===== config.mk =====
export PLATFORM = sky130hd
export DESIGN_NAME = param_buffer_fifo
export DESIGN_NICKNAME = d
export VERILOG_FILES = /design/src/rtl/buffer_pkg.sv /design/src/rtl/buffer_mem.sv /design/src/rtl/param_buffer_fifo.sv
export SDC_FILE = /design/constraint.sdc
export NUM_CORES = 1
export LEC_CHECK = 0
export ABC_CLOCK_PERIOD_IN_PS = 2100
export CORE_MARGIN = 4
export CORE_UTILIZATION = 45
export DETAILED_ROUTE_END_ITERATION = 8
export GPL_TIMING_DRIVEN = 0
export HOLD_SLACK_MARGIN = 0.03
export PLACE_DENSITY = 0.66
export SETUP_SLACK_MARGIN = 0.2
export SLEW_MARGIN = 0
export SYNTH_ARGS = -nofsm -noshare
export SYNTH_HDL_FRONTEND = slang
export SYNTH_SLANG_ARGS = --single-unit
export TNS_END_PERCENT = 10

===== constraint.sdc =====
create_clock -name clk -period 2.1 [get_ports clk]
set_input_delay 0.42 -clock clk [delete_from_list [all_inputs] [get_ports clk]]
set_output_delay 0.42 -clock clk [all_outputs]
set_load 0.01 [all_outputs]

===== src/rtl/buffer_pkg.sv =====
// rtl/buffer_pkg.sv - shared constants, pointer-width helper and depth check macro for param_buffer_fifo
`define BUF_CHECK_DEPTH(d) \
    if (((d) < 2) || (((d) & ((d) - 1)) != 0)) begin : g_bad_depth \
        $error("DEPTH must be a power of two and >= 2"); \
    end

package buffer_pkg;
    localparam int DEF_WIDTH = 8;
    localparam int DEF_DEPTH = 8;

    // Extra MSB is the wrap bit that separates full from empty.
    function automatic int ptr_w(input int depth);
        return $clog2(depth) + 1;
    endfunction
endpackage


===== src/rtl/buffer_mem.sv =====
// rtl/buffer_mem.sv - DEPTH x WIDTH register array, one sync write port, one async read port
module buffer_mem #(
    parameter int WIDTH = 8,
    parameter int DEPTH = 8
) (
    input  logic                     clk,
    input  logic                     we,
    input  logic [$clog2(DEPTH)-1:0] waddr,
    input  logic [WIDTH-1:0]         wdata,
    input  logic [$clog2(DEPTH)-1:0] raddr,
    output logic [WIDTH-1:0]         rdata
);
    logic [WIDTH-1:0] r_mem [DEPTH];

    always_ff @(posedge clk) begin
        if (we) begin
            r_mem[waddr] <= wdata;
        end
    end

    assign rdata = r_mem[raddr];
endmodule


===== src/rtl/param_buffer_fifo.sv =====
// rtl/param_buffer_fifo.sv - show-ahead valid/ready FIFO; BUF_LEVEL_EN adds level and almost_full outputs
module param_buffer_fifo
    import buffer_pkg::*;
#(
    parameter int WIDTH     = DEF_WIDTH,
    parameter int DEPTH     = DEF_DEPTH,
    parameter int AF_THRESH = DEPTH - 2
) (
    input  logic               clk,
    input  logic               rst_n,
    input  logic               in_valid,
    output logic               in_ready,
    input  logic [WIDTH-1:0]   in_data,
    output logic               out_valid,
    input  logic               out_ready,
    output logic [WIDTH-1:0]   out_data
`ifdef BUF_LEVEL_EN
    ,
    output logic [$clog2(DEPTH):0] level,
    output logic                   almost_full
`endif
);
    localparam int PW = ptr_w(DEPTH);
    localparam int AW = PW - 1;

    `BUF_CHECK_DEPTH(DEPTH)

    if ((WIDTH < 1) || (AF_THRESH < 0) || (AF_THRESH > DEPTH)) begin : g_bad_params
        $error("WIDTH must be >= 1 and AF_THRESH within 0..DEPTH");
    end

    logic [PW-1:0] r_wr_ptr;
    logic [PW-1:0] r_rd_ptr;
    logic          w_empty;
    logic          w_full;
    logic          w_wr_fire;
    logic          w_rd_fire;

    assign w_empty = (r_wr_ptr == r_rd_ptr);
    assign w_full  = (r_wr_ptr[AW-1:0] == r_rd_ptr[AW-1:0]) && (r_wr_ptr[AW] != r_rd_ptr[AW]);

    // Both handshake outputs depend on registered pointers only.
    assign in_ready  = !w_full;
    assign out_valid = !w_empty;
    assign w_wr_fire = in_valid && !w_full;
    assign w_rd_fire = out_ready && !w_empty;

    always_ff @(posedge clk or negedge rst_n) begin
        if (!rst_n) begin
            r_wr_ptr <= '0;
            r_rd_ptr <= '0;
        end else begin
            if (w_wr_fire) begin
                r_wr_ptr <= r_wr_ptr + 1'b1;
            end
            if (w_rd_fire) begin
                r_rd_ptr <= r_rd_ptr + 1'b1;
            end
        end
    end

    buffer_mem #(
        .WIDTH (WIDTH),
        .DEPTH (DEPTH)
    ) u_mem (
        .clk   (clk),
        .we    (w_wr_fire),
        .waddr (r_wr_ptr[AW-1:0]),
        .wdata (in_data),
        .raddr (r_rd_ptr[AW-1:0]),
        .rdata (out_data)
    );

`ifdef BUF_LEVEL_EN
    logic [PW-1:0] w_level;

    assign w_level     = r_wr_ptr - r_rd_ptr;
    assign level       = w_level;
    assign almost_full = (w_level >= PW'(AF_THRESH));
`endif
endmodule

==> results of run 1 <==
timing repair:
item | CTS | global route
setup endpoints to repair | 74 | 66
endpoints found under the hold margin | 0 | 0
setup buffers | 6 | 1
resized for setup | 89 | 9
gates cloned | 1 | 0
pin swaps | 5 | 8
flip-flops by register name (all words and copies together) (netlist names):
name and cells:
u_mem.r_mem 64, r_wr_ptr 4, r_rd_ptr 4
cells in the final DEF (no fill, tap or decap), types with 3 or more instances in the layout:
cell type        count
edfxtp_1            64
nor2_4               3
dfrtp_2              3
buf_12               5
xnor2_1              3
buf_4                4
mux2_2               5
dfrtp_1              5
xor2_4               3
nand2_1              5
nand4_1              3
mux4_2              16
nor3_4               3
mux2_4               4
clkbuf_8             9
clkinv_1             3
clkdlybuf4s50_1     11
inv_1                3
buf_6               13
cells by family after synthesis:
group,count (synthesis),synth area share [%]
flops,72,70.3
buf+inv,11,2.61
mux,26,16.4
fa+ha+maj,2,0.829
xor+xnor,11,3.19
compound gates,9,2.99
simple gates,22,3.65
worst paths after layout:
| path | from | to | slack [ns] | cells after the start |
|---|---|---|---|---|
| worst max-delay path | r_rd_ptr[0]$_DFFE_PN0P_ | out_data[1] | -0.29 | 6 |
| worst min-delay path | rst_n | r_wr_ptr[0]$_DFFE_PN0P_ | 0.36 | 1 |
| worst max register to register | r_wr_ptr[1]$_DFFE_PN0P_ | u_mem.r_mem[3][1]$_DFFE_PP_ | 0.14 | 4 |
| worst min register to register | r_wr_ptr[2]$_DFFE_PN0P_ | r_wr_ptr[2]$_DFFE_PN0P_ | 0.65 | 2 |
| max in group asynchronous | rst_n | r_rd_ptr[0]$_DFFE_PN0P_ | 1.44 | 1 |
| min in group clk | r_wr_ptr[2]$_DFFE_PN0P_ | r_wr_ptr[2]$_DFFE_PN0P_ | 0.65 | 2 |
layout make-up:
type | count | area share, %
plain buffers | 8 | 2.59
clock buffers | 9 | 3.16
clock inverters | 7 | 2.17
inverters | 3 | 0.287
multi-input cells | 70 | 26.2
flip-flops and latches | 72 | 54.2
well taps | 77 | 2.46
repair buffers | 31 | 8.94
critical path, cell delays in order, from the launching register on:
cell	delay, ns
dfrtp_2	0.43
buf_12	0.14
buf_12	0.12
buf_16	0.12
mux4_2	0.41
mux2_4	0.27
buf_6	0.12
through the flow:
step	power (mW)	utilization, %	instances
3_5_place_dp	4.14	52.6	253
2_1_floorplan	3.42	-	153
5_1_grt	6.46	61.0	277
3_3_place_gp	4.05	52.3	251
4_1_cts	6.05	60.2	276
6_report	6.16	61.0	277
per-layer routing:
metal	vias up	global-route usage, %
met5	-	0
met4	0	6.51
met3	13	4.92
met2	36	26.1
met1	816	19.1
li1	714	-
power by group through the flow:
stage,logic [mW],registers (mW),clock network (mW)
after floorplan,1.45,1.96,0
after global placement,2.07,1.98,0
after detailed placement,2.14,2.00,0
after CTS,2.86,2.00,1.18
after global routing,3.17,2.02,1.27
final,2.98,2.01,1.17
==> results.sh, run 1 <==
export IMPL_status="finished, violations left"
export IMPL_violations="negative setup slack"
export IMPL_cp_max_fo=4
export IMPL_p_comb_share_pct=48.4
export IMPL_antenna_cells=0
export IMPL_holdWs_ns=0.356
export IMPL_relSlewSlack_pct=52.5
export IMPL_avgViaCountPerCell=5.70
export IMPL_first_iter_violations=64
export IMPL_yosysWarningCount=0
export IMPL_netlist_top_cell_by_area="edfxtp_1"
export IMPL_fin_skew_ns=0.00773
export IMPL_grt_pass1_vias=1697
export IMPL_dr_pass1_iters=4
export IMPL_power_switching_mw=2.10
export IMPL_yosysSeqAreaShare_pct=70.3
export IMPL_worstPathArrival_ns=1.97
export IMPL_synth_ff_type="edfxtp_1"
export IMPL_cp_start_kind="flop"
export IMPL_nFillCells=431
export IMPL_die_y_um=89.9
export IMPL_endpoint_kind="output pin"
export IMPL_synth_area_top_cells="edfxtp_1, mux4_2, dfrtp_1"
export IMPL_hold_viol_final=0
export IMPL_drc=0
export IMPL_cts_tree="built"
export IMPL_post_dp_hpwl_um=3580
export IMPL_synth_async_reset_ratio_pct=11.1
export IMPL_worst_pin_slew_ns=0.706
export IMPL_synth_top_area_share_pct=63.7
export IMPL_syn_area_mm2=0.00302
export IMPL_grt_max_degree=13
export IMPL_core_rowCount=29
export IMPL_post_dp_cell_area_mm2=0.00338
export IMPL_swShare_pct=34.2
export IMPL_syn_nets=167
export IMPL_multiInputGateArea_mm2=0.00103
export IMPL_fin_ws_ns=-0.292
export IMPL_finalSetupViolCount=10
export IMPL_period_needed_ns=2.39
export IMPL_clkSinkCount=72
export IMPL_grt_antenna_before_repair=0
export IMPL_initial_core_util_pct=47.0
export IMPL_stdcell_area_mm2=0.00392
export IMPL_seqCellArea_mm2=0.00213
export IMPL_die_area_mm2=0.00808
export IMPL_ctsRootBufferMaster="clkbuf_8"
export IMPL_hp_class="input port to asynchronous set/reset pin"
export IMPL_pin_count=22
export IMPL_h_tree_depth=3
export IMPL_setup_tns_ns=-2.21
export IMPL_hold_buffers=0
export IMPL_drtAntennaViolNets=0
export IMPL_p_seq_share_pct=32.6
export IMPL_highest_layer="met4"
export IMPL_p_int_mw=4.05
export IMPL_grt_pass1_wl_um=9310
export IMPL_drt_wl_total_um=6010
export IMPL_p_clk_share_pct=19.0
export IMPL_synth_seq_cells=72
export IMPL_fmax_mhz=418
export IMPL_place_worst_setup_slack_ns=-0.513
export IMPL_synth_common_cells="edfxtp_1, mux4_2, mux2_2"
export IMPL_max_cap_violations=0
export IMPL_p_leak_nw=1.32
export IMPL_clkSlewWorstSetupHoldPaths_ns=0.08
export IMPL_cts_buffer_depth=2
export IMPL_powerDensity_mw_per_mm2=1570
export IMPL_synth_most_common_cell="edfxtp_1"
export IMPL_synthToLayoutAreaGrowth_pct=29.9
export IMPL_rsz0062_at_grt="true"
export IMPL_netlist_instances=153
export IMPL_synth_distinct_cells=29
export IMPL_via_count=1579
export IMPL_slew_violations=0
export IMPL_grt_overflow=0
export IMPL_period_share_pct=114
export IMPL_wl_per_cell_um=21.7
export IMPL_place_gp_congestion=0.774
export IMPL_track_usage_pct=15.7
export IMPL_synth_edff_count=64
export IMPL_layout_nets=209
export IMPL_numCtsBuffers=9
export IMPL_path_class="flop to output pin"
export IMPL_crit_required_ns=1.68
export IMPL_met2WireLength_um=3080
export IMPL_vdd_drop_max_v=0.000792
export IMPL_wl_met3_um=221
export IMPL_drt_met1_wl_um=2560
export IMPL_drive_gt1_share_pct=43.5
export IMPL_numPortBuffers=21
export IMPL_synth_area_per_cell_um2=19.7
export IMPL_insertion_delay_ns=0.35
export IMPL_fp_dieW_um=89.9
export IMPL_coreArea_mm2=0.00642
Note: power is estimated with default switching activity, not from simulation.
==> run 2: changes to the inputs <==
ABC_AREA = 1   (was not set)
==> results.sh, run 2 <==
export IMPL_largest_reg_flops=64
export IMPL_synth_common_cells="edfxtp_1, nand2_1, nor2_1"
export IMPL_via_count=2105
export IMPL_reg2reg_to="u_mem.r_mem[1][0]$_DFFE_PP_"
export IMPL_cp_startpoint="r_rd_ptr[0]$_DFFE_PN0P_"
export IMPL_post_dp_cell_area_mm2=0.00341
export IMPL_final_cell_mix="edfxtp_1, nand2_1, nor2_1"
export IMPL_synth_async_reset_ratio_pct=11.1
export IMPL_drc=0
export IMPL_synth_distinct_cells=25
export IMPL_dr_pass1_iters=4
export IMPL_rsz0062_at_grt="true"
export IMPL_nFillCells=536
export IMPL_grt_antenna_before_repair=0
export IMPL_h_tree_depth=3
export IMPL_cp_max_fo=8
export IMPL_largestRegisters="u_mem.r_mem x64, r_rd_ptr x4, r_wr_ptr x4"
export IMPL_numPortBuffers=21
export IMPL_synth_edff_count=64
export IMPL_relSlewSlack_pct=66.7
export IMPL_worst_r2r_cell_count=8
export IMPL_ctsRootBufferMaster="clkbuf_8"
export IMPL_powerDensity_mw_per_mm2=1470
export IMPL_die_area_mm2=0.00828
export IMPL_pin_count=22
export IMPL_hold_viol_final=0
export IMPL_synth_seq_cells=72
export IMPL_drtAntennaViolNets=0
export IMPL_drive_gt1_share_pct=27.1
export IMPL_numCtsBuffers=9
export IMPL_insertion_delay_ns=0.34
export IMPL_clkSinkCount=72
export IMPL_post_dp_hpwl_um=4150
export IMPL_antenna_cells=0
export IMPL_core_rowCount=29
export IMPL_die_y_um=91.0
export IMPL_worst_pin_slew_ns=0.499
export IMPL_endpoint_kind="output pin"
export IMPL_max_cap_violations=0
export IMPL_grt_overflow=0
export IMPL_final_cells=394
export IMPL_syn_nets=280
export IMPL_crit_required_ns=1.68
export IMPL_grt_pass1_vias=2035
export IMPL_yosysSeqAreaShare_pct=68.4
export IMPL_track_usage_pct=17.1
export IMPL_cts_buffer_depth=2
export IMPL_hold_buffers=0
export IMPL_synth_area_per_cell_um2=11.7
export IMPL_finalSetupViolCount=0
export IMPL_cts_tree="built"
export IMPL_r2r_setup_slack_ns=0.23
export IMPL_status="finished clean"
export IMPL_stdcell_area_mm2=0.00385
export IMPL_avgViaCountPerCell=5.34
export IMPL_hp_class="input port to asynchronous set/reset pin"
export IMPL_synth_most_common_cell="edfxtp_1"
export IMPL_first_iter_violations=167
export IMPL_initial_core_util_pct=47.5
export IMPL_period_share_pct=98.0
export IMPL_clkSlewWorstSetupHoldPaths_ns=0.08
export IMPL_drt_wl_total_um=7080
export IMPL_cp_start_kind="flop"
export IMPL_fmax_mhz=486
export IMPL_synth_ff_type="edfxtp_1"
export IMPL_top_register="u_mem.r_mem"
export IMPL_layout_nets=326
export IMPL_fp_dieW_um=91.0
export IMPL_holdWs_ns=0.363
export IMPL_p_leak_nw=1.46
export IMPL_netlist_instances=266
export IMPL_synth_top_area_share_pct=62.0
export IMPL_dp_cells=364
export IMPL_place_gp_congestion=0.773
export IMPL_wl_per_cell_um=18.0
export IMPL_synth_area_top_cells="edfxtp_1, dfrtp_1, nand2_1"
export IMPL_netlist_top_cell_by_area="edfxtp_1"
export IMPL_coreArea_mm2=0.00653
export IMPL_grt_pass1_wl_um=10700
export IMPL_yosysWarningCount=0
export IMPL_mostFrequentLayoutCell="edfxtp_1"
export IMPL_utilization_pct=59.0
export IMPL_setup_tns_ns=0
export IMPL_worstPathArrival_ns=1.64
export IMPL_synthToLayoutAreaGrowth_pct=24.3
export IMPL_vdd_drop_max_v=0.000668
export IMPL_grt_max_degree=13
export IMPL_slew_violations=0
export IMPL_period_needed_ns=2.06
export IMPL_path_class="flop to output pin"
export IMPL_fin_skew_ns=0.00872
export IMPL_syn_area_mm2=0.00310
export IMPL_r2r_start="r_rd_ptr[0]$_DFFE_PN0P_"
run 2: cell types whose count changed in the layout (fill, tap and decap cells not counted), sizes merged, moves of 6 or more:
cell   delta
xnor2     -7
nand3    +11
inv       +6
nor2     +37
o21ai    +32
buf       +7
mux2     -10
o22ai    +16
mux4     -16
nand2    +55
run 2: cells by family after synthesis:
kind of cell | after synthesis | synth area share (%)
buf+inv | 24 | 4.68
fa+ha+maj | 2 | 0.807
xor+xnor | 4 | 1.13
flops | 72 | 68.4
compound gates | 49 | 8.56
simple gates | 115 | 16.4
run 2: power breakdown:
part / internal [mW] / switching [mW]
clock network: 0.543 / 0.502
logic: 1.12 / 1.55
registers: 1.82 / 0.118
run 2: worst max path at each step:
stage | to | slack, ns | depth (start not counted)
6_report | out_data[2] | 0.04 | 9
5_1_grt | out_data[7] | -0.03 | 8
4_1_cts | out_data[3] | -0.06 | 7
3_5_place_dp | out_data[3] | -0.27 | 7
3_3_place_gp | out_data[7] | -0.26 | 7
2_1_floorplan | u_mem.r_mem[4][0]$_DFFE_PP_ | 0.40 | 8
run 2: final cells by class:
cell class	instances	area, um^2	share of cell area (%)
well taps	77	96.3	2.50
plain buffers	13	163	4.22
inverters	11	58.8	1.53
clock buffers	10	128	3.31
clock inverters	6	60.1	1.56
multi-input cells	170	923	24.0
repair buffers	35	303	7.85
flip-flops and latches	72	2120	55.1
run 2: worst max-delay path, cell delays in order (launching register included):
cell and delay [ns]:
dfrtp_1 0.37, buf_6 0.17, clkinv_8 0.09, buf_12 0.14
buf_4 0.13, nor2_4 0.07, o22ai_2 0.08, nand2_1 0.07
nand2_1 0.05, buf_2 0.13
run 2: repair_timing:
item                                    in CTS  in global routing
pin swaps                                    5                  7
resized for setup                           56                 34
cloned                                       0                  1
endpoints found under the setup margin      66                 56
hold endpoints to repair                     0                  0
setup buffers                                5                  8
run 2: stage by stage:
| stage | setup WS [ns] | power [mW] |
|---|---|---|
| floorplan | 0.405 | 3.40 |
| global placement | -0.260 | 4.17 |
| detailed placement | -0.273 | 4.21 |
| CTS | -0.0584 | 5.36 |
| global route | -0.0344 | 6.01 |
| finish | 0.0416 | 5.65 |
run 2: layer usage:
layer | vias to the layer above | global-route usage, % | share of wire [%]
met5 | - | 0 | 0
met3 | 11 | 3.80 | 6.0
met2 | 57 | 26.0 | 48
met1 | 1012 | 23.8 | 45
met4 | 0 | 7.54 | 1.3
li1 | 1025 | - | -
